File: src/rtl/tour_cmd.sv
// Knight's-tour command sequencer: muxes UART commands to the motion consumer,
// or, during a tour, turns each one-hot solver move into a vertical and a horizontal leg.
module tour_cmd #(
    parameter int LAST_INDX = 23
) (
    input  logic        clk,
    input  logic        rst_n,
    input  logic        start_tour,
    input  logic [7:0]  move,
    output logic [4:0]  mv_indx,
    input  logic [15:0] cmd_UART,
    input  logic        cmd_rdy_UART,
    input  logic        clr_cmd_rdy,
    input  logic        send_resp,
    output logic [15:0] cmd,
    output logic        cmd_rdy,
    output logic [7:0]  resp
);

    typedef enum logic [2:0] {
        IDLE,
        VERT,
        HOLD_V,
        HORZ,
        HOLD_H
    } state_t;

    localparam logic [4:0] LAST = 5'(LAST_INDX);
    localparam logic [3:0] OP_VERT = 4'h2;
    localparam logic [3:0] OP_HORZ = 4'h3;
    localparam logic [7:0] HD_NORTH = 8'h00;
    localparam logic [7:0] HD_SOUTH = 8'hFF;
    localparam logic [7:0] HD_EAST  = 8'h3F;
    localparam logic [7:0] HD_WEST  = 8'h7F;
    localparam logic [7:0] RESP_DONE = 8'hA5;
    localparam logic [7:0] RESP_BUSY = 8'h5A;

    state_t     r_state;
    state_t     w_nxt_state;
    logic [4:0] r_mv_indx;
    logic [4:0] w_nxt_indx;

    logic [7:0] w_v_head;
    logic [3:0] w_v_cnt;
    logic [7:0] w_h_head;
    logic [3:0] w_h_cnt;
    logic       w_last;

    // Move bit -> (dx,dy); illegal (non-one-hot) moves become zero-length legs.
    always_comb begin
        w_v_head = HD_NORTH;
        w_v_cnt  = 4'd0;
        w_h_head = HD_NORTH;
        w_h_cnt  = 4'd0;
        case (move)
            8'h01: begin w_v_head = HD_NORTH; w_v_cnt = 4'd2; w_h_head = HD_WEST; w_h_cnt = 4'd1; end
            8'h02: begin w_v_head = HD_NORTH; w_v_cnt = 4'd2; w_h_head = HD_EAST; w_h_cnt = 4'd1; end
            8'h04: begin w_v_head = HD_NORTH; w_v_cnt = 4'd1; w_h_head = HD_WEST; w_h_cnt = 4'd2; end
            8'h08: begin w_v_head = HD_SOUTH; w_v_cnt = 4'd1; w_h_head = HD_WEST; w_h_cnt = 4'd2; end
            8'h10: begin w_v_head = HD_SOUTH; w_v_cnt = 4'd2; w_h_head = HD_WEST; w_h_cnt = 4'd1; end
            8'h20: begin w_v_head = HD_SOUTH; w_v_cnt = 4'd2; w_h_head = HD_EAST; w_h_cnt = 4'd1; end
            8'h40: begin w_v_head = HD_SOUTH; w_v_cnt = 4'd1; w_h_head = HD_EAST; w_h_cnt = 4'd2; end
            8'h80: begin w_v_head = HD_NORTH; w_v_cnt = 4'd1; w_h_head = HD_EAST; w_h_cnt = 4'd2; end
            default: ;
        endcase
    end

    assign w_last = (r_mv_indx == LAST);

    always_ff @(posedge clk or negedge rst_n) begin
        if (!rst_n) begin
            r_state   <= IDLE;
            r_mv_indx <= '0;
        end else begin
            r_state   <= w_nxt_state;
            r_mv_indx <= w_nxt_indx;
        end
    end

    always_comb begin
        w_nxt_state = r_state;
        w_nxt_indx  = r_mv_indx;
        cmd         = cmd_UART;
        cmd_rdy     = cmd_rdy_UART;
        resp        = RESP_BUSY;
        case (r_state)
            IDLE: begin
                resp = RESP_DONE;
                if (start_tour) begin
                    w_nxt_indx  = '0;
                    w_nxt_state = VERT;
                end
            end
            VERT: begin
                cmd     = {OP_VERT, w_v_head, w_v_cnt};
                cmd_rdy = 1'b1;
                if (clr_cmd_rdy) w_nxt_state = HOLD_V;
            end
            HOLD_V: begin
                cmd     = {OP_VERT, w_v_head, w_v_cnt};
                cmd_rdy = 1'b0;
                if (send_resp) w_nxt_state = HORZ;
            end
            HORZ: begin
                cmd     = {OP_HORZ, w_h_head, w_h_cnt};
                cmd_rdy = 1'b1;
                if (clr_cmd_rdy) w_nxt_state = HOLD_H;
            end
            HOLD_H: begin
                cmd     = {OP_HORZ, w_h_head, w_h_cnt};
                cmd_rdy = 1'b0;
                if (w_last) resp = RESP_DONE;
                if (send_resp) begin
                    if (w_last) begin
                        w_nxt_state = IDLE;
                    end else begin
                        w_nxt_indx  = r_mv_indx + 5'd1;
                        w_nxt_state = VERT;
                    end
                end
            end
            default: w_nxt_state = IDLE;
        endcase
    end

    assign mv_indx = r_mv_indx;

endmodule

File: config.mk
export PLATFORM = sky130hd
export DESIGN_NAME = tour_cmd
export DESIGN_NICKNAME = d
export VERILOG_FILES = /design/src/rtl/tour_cmd.sv
export SDC_FILE = /design/constraint.sdc
export NUM_CORES = 1
export LEC_CHECK = 0
export ABC_AREA = 1
export CAP_MARGIN = 5
export CORE_MARGIN = 2
export CORE_UTILIZATION = 39
export CTS_CLUSTER_DIAMETER = 80
export DETAILED_ROUTE_END_ITERATION = 12
export PLACE_DENSITY = 0.85
export SETUP_SLACK_MARGIN = 0.3
export SLEW_MARGIN = 20
export SYNTH_ARGS = -nofsm -noshare
export SYNTH_HDL_FRONTEND = slang
export SYNTH_SLANG_ARGS = --single-unit
File: constraint.sdc
create_clock -name clk -period 3.1 [get_ports clk]
set_input_delay 0.465 -clock clk [delete_from_list [all_inputs] [get_ports clk]]
set_output_delay 0.465 -clock clk [all_outputs]
set_load 0.01 [all_outputs]
==> summary by stage <==
CTS
Hold repair after CTS inserted 0 buffers. The number of H-tree levels is 1. Clock-pin slew was measured on the worst setup and hold paths at 50 ps. TritonCTS created 3 clock buffers. Clock tree synthesis found a total of 8 sinks. Clock tree synthesis selected as its root buffer the cell clkbuf_4. The clock tree from TritonCTS is built.

The clock reaches the later pin of the worst-skew pair after 240 ps. The maximum number of buffers from clock root to sink is 2.

Worst setup path
Walking the worst path, the cells encountered are clkdlybuf4s50_1 > nor2_4 > inv_2 > nor2_2 > nand3_1 > nand3_1 > nand2_2 > nand3_1 > clkdlybuf4s50_1. The reg-to-reg critical path endpoint is mv_indx[1]$_DFFE_PN0P_. The worst flop-to-flop path startpoint is mv_indx[0]$_DFFE_PN0P_.

The kind of cell adding the most delay to the critical path is buffers and inverters. The worst-case register-to-register setup slack is 1680 ps. The kind of critical path is input port to output port. The number of cell instances on the worst register-to-register path is 9. Data on the critical path arrives at its endpoint at 2240 ps. The kind of launch point of the worst setup path is an input port.

The worst setup path is captured at an output port. On the worst path, the slowest cell contributes a delay of 540 ps. Of all nets on the critical path, the largest fanout is 8. The combined buffer and inverter count along the critical path is 3. The most common cell type on the critical path is nand3_1.

The required time at the worst-slack endpoint is 2630 ps. The slowest library cell on the worst path is clkdlybuf4s50_1.

Synthesis
Of the post-synthesis cell area, the dominant cell type holds 21.0%. Counting flops and latches in the post-synthesis netlist gives 8. By count the netlist is led by nand2_1, nor2_1, nand3_1, inv_1, inv_2. By area the synthesized netlist is led by dfrtp_1, nand2_1, nand3_1. The number of warnings reported in the yosys synthesis log is 0. The synthesized design spends more area on one cell type than any other, namely dfrtp_1. Of the synthesized area, sequential elements account for 21.0%. The post-synthesis net count is 201. The mean cell area of the mapped netlist is 5.61 um2. Yosys mapped a number of flops with a built-in enable equal to 0. In this run the cell area of the synthesized design comes to 953 um2. For this run, the leading register cell type out of synthesis is dfrtp_1. Of all flip-flops after synthesis, the portion carrying an async set or reset was 100%. Among all cell types in the netlist, the one instantiated most often is nand2_1. The number of standard cells after synthesis is 170. The count of cell types in the netlist is 22.

Die
For this design the top-level I/O count stands at 60. Once the floorplan was initialized, standard cells occupied 42.3% of the core. After floorplanning, the core was divided into 17 placement rows. The die boundary height is 53.4 um. The die covers 0.00286 mm2. The die span in x is 53.4 um. The area inside the core boundary is 0.00225 mm2.

STA
In the final timing run, aggregate negative setup slack is 0 ps. The part of the cycle the worst path needs is 87.4%. Subtracting the final worst setup slack from the clock period gives 2710 ps. At the pin with the least slew margin, the transition time is 352 ps. The worst pin sits at a relative slew slack of 76.5%. Clock skew on the completed layout was measured at 1.46 ps. The total count of max-transition violations in the final report came to 0. The count of final setup violators is 0. The hold violation total from the final report was 0.

The timing-limited maximum frequency is 369 MHz. The worst slack on hold paths is 495 ps. Setup repair after global routing left no endpoint under its margin.

Place
In this run the tool buffered the top-level ports with 59 buffer cells. The routability congestion estimate from global placement is 0.928. Detailed placement ended at an HPWL of 2.21 mm.

Run
The tool flagged a number of max-cap violations equal to 0.

Drt
The number of iterations in the first detailed-routing pass is 4. The routed layout has 1211 vias. The final wirelength is 2.72 mm. The via density per instance is 4.77. The count of nets left with antenna violations after detail routing is 0. The count of unresolved DRC violations after routing is 0. The first routing iteration left 37 violations. Dividing the detail-routed wire length by the instance count gives 10.7 um.

Power and ir drop
IR analysis of the VDD net gives a maximum drop of 0.473 mV. The ratio of total power to cell area is 726 mW/mm2. In this run the static leakage power is 0.932 nW.

Hold path
The class of the tightest hold or removal check is input port to asynchronous set/reset pin.

Global route
The largest net degree at the start of global routing is 13. The total overflow left after global routing is 0. The all-layer global routing usage is 18.0%. The initial antenna violation count is 0. The wire length of the first global-routing pass is 3.96 mm.

The number of global-route vias before repair is 990.

Finish
In the final layout, the share of cells above drive strength 1 is 11.5%. Counting the fill cells in the layout gives 200. The number of diodes added for antenna fixing is 0. At the end of the flow, the number of nets in the layout was 259. From synthesis to final layout, the design area changed by 67.6%.

Outcome
The flow ran to the end, and the final reports show no timing, DRC or antenna violations.
## flip-flops by register name, indices dropped and copies added, names as in the netlist
register	count
mv_indx	5
r_state	3
## how the worst max path moves through the flow
stage	start	endpoint	slack (ps)	cells past startpoint
2_1_floorplan	mv_indx[0]$_DFFE_PN0P_	resp[2]	1310	8
3_3_place_gp	move[7]	cmd[5]	370	9
3_5_place_dp	move[7]	cmd[9]	310	9
4_1_cts	move[7]	cmd[9]	310	9
5_1_grt	move[3]	cmd[10]	280	9
6_report	move[3]	cmd[10]	390	9
## stage by stage
step / power (mW) / util, % / setup WS [ps] / cells / cell area, um2
after floorplan: 0.716 / - / 1310 / 170 / 953
after global placement: 1.08 / 67.5 / 369 / 250 / 1520
after detailed placement: 1.10 / 67.5 / 311 / 250 / 1520
after CTS: 1.18 / 68.5 / 311 / 253 / 1550
after global routing: 1.26 / 70.9 / 277 / 254 / 1600
final: 1.16 / 70.9 / 391 / 254 / 1600
## placed cells by master, fill, tap and decap left out
| cell type | instances |
|---|---|
| o21ai_1 | 4 |
| inv_2 | 10 |
| buf_4 | 1 |
| dfrtp_1 | 8 |
| o21bai_1 | 1 |
| clkdlybuf4s50_1 | 48 |
| nor2_4 | 5 |
| ha_1 | 1 |
| nand3_1 | 24 |
| nor2_2 | 2 |
| clkbuf_4 | 3 |
| nand4_1 | 1 |
| nand3b_1 | 1 |
| dlymetal6s2s_1 | 11 |
| nand2_1 | 52 |
| nor2_1 | 27 |
| inv_1 | 17 |
| inv_4 | 1 |
| nand2_2 | 3 |
| xor2_1 | 2 |
| or2_1 | 1 |
| nand3_2 | 1 |
| and2_1 | 1 |
| xnor2_1 | 1 |
## final cells by class
cell class | instances | area [um2] | area share (%)
clock buffers | 3 | 22.5 | 1.41
inverters | 28 | 108 | 6.73
multi-input cells | 127 | 607 | 38.0
flip-flops and latches | 8 | 200 | 12.5
well taps | 28 | 35.0 | 2.19
repair buffers | 60 | 626 | 39.2
## layer usage
metal / part of all wire [%] / global-route usage, % / up-vias
li1: - / - / 627
met1: 42 / 22.0 / 539
met2: 50 / 32.9 / 45
met3: 8.0 / 3.67 / 0
met4: 0 / 1.71 / 0
met5: 0 / 0 / -
## worst reg2reg max path, cell delays in order, from the launching register on
cell and delay [ps]:
dfrtp_1 420, ha_1 230, nand2_1 70, inv_2 40, nand2_1 80, o21ai_1 100, nor2_4 180, inv_2 80
nand2_1 60, nand2_1 60
## logic make-up after synthesis
logic type               after synthesis  synth area share, %
flip-flops                             8                 21.0
AO/OA/AOI/OAI                          5                 2.89
XOR/XNOR                               3                 2.76
adder cells (fa/ha/maj)                1                 1.31
AND/OR/NAND/NOR                      118                 54.9
buffers and inverters                 35                 17.2
## power by group
| part | internal, mW | leakage (nW) | switching (mW) |
|---|---|---|---|
| Sequential | 0.129 | 0.108 | 0.0247 |
| Clock | 0.0439 | 0.0138 | 0.0302 |
| Combinational | 0.459 | 0.810 | 0.473 |
## what timing repair did
action	CTS	global route
endpoints found under the setup margin	0	10
setup buffers	0	1
resized for setup	0	16
Power figures use the tool's default switching activity.
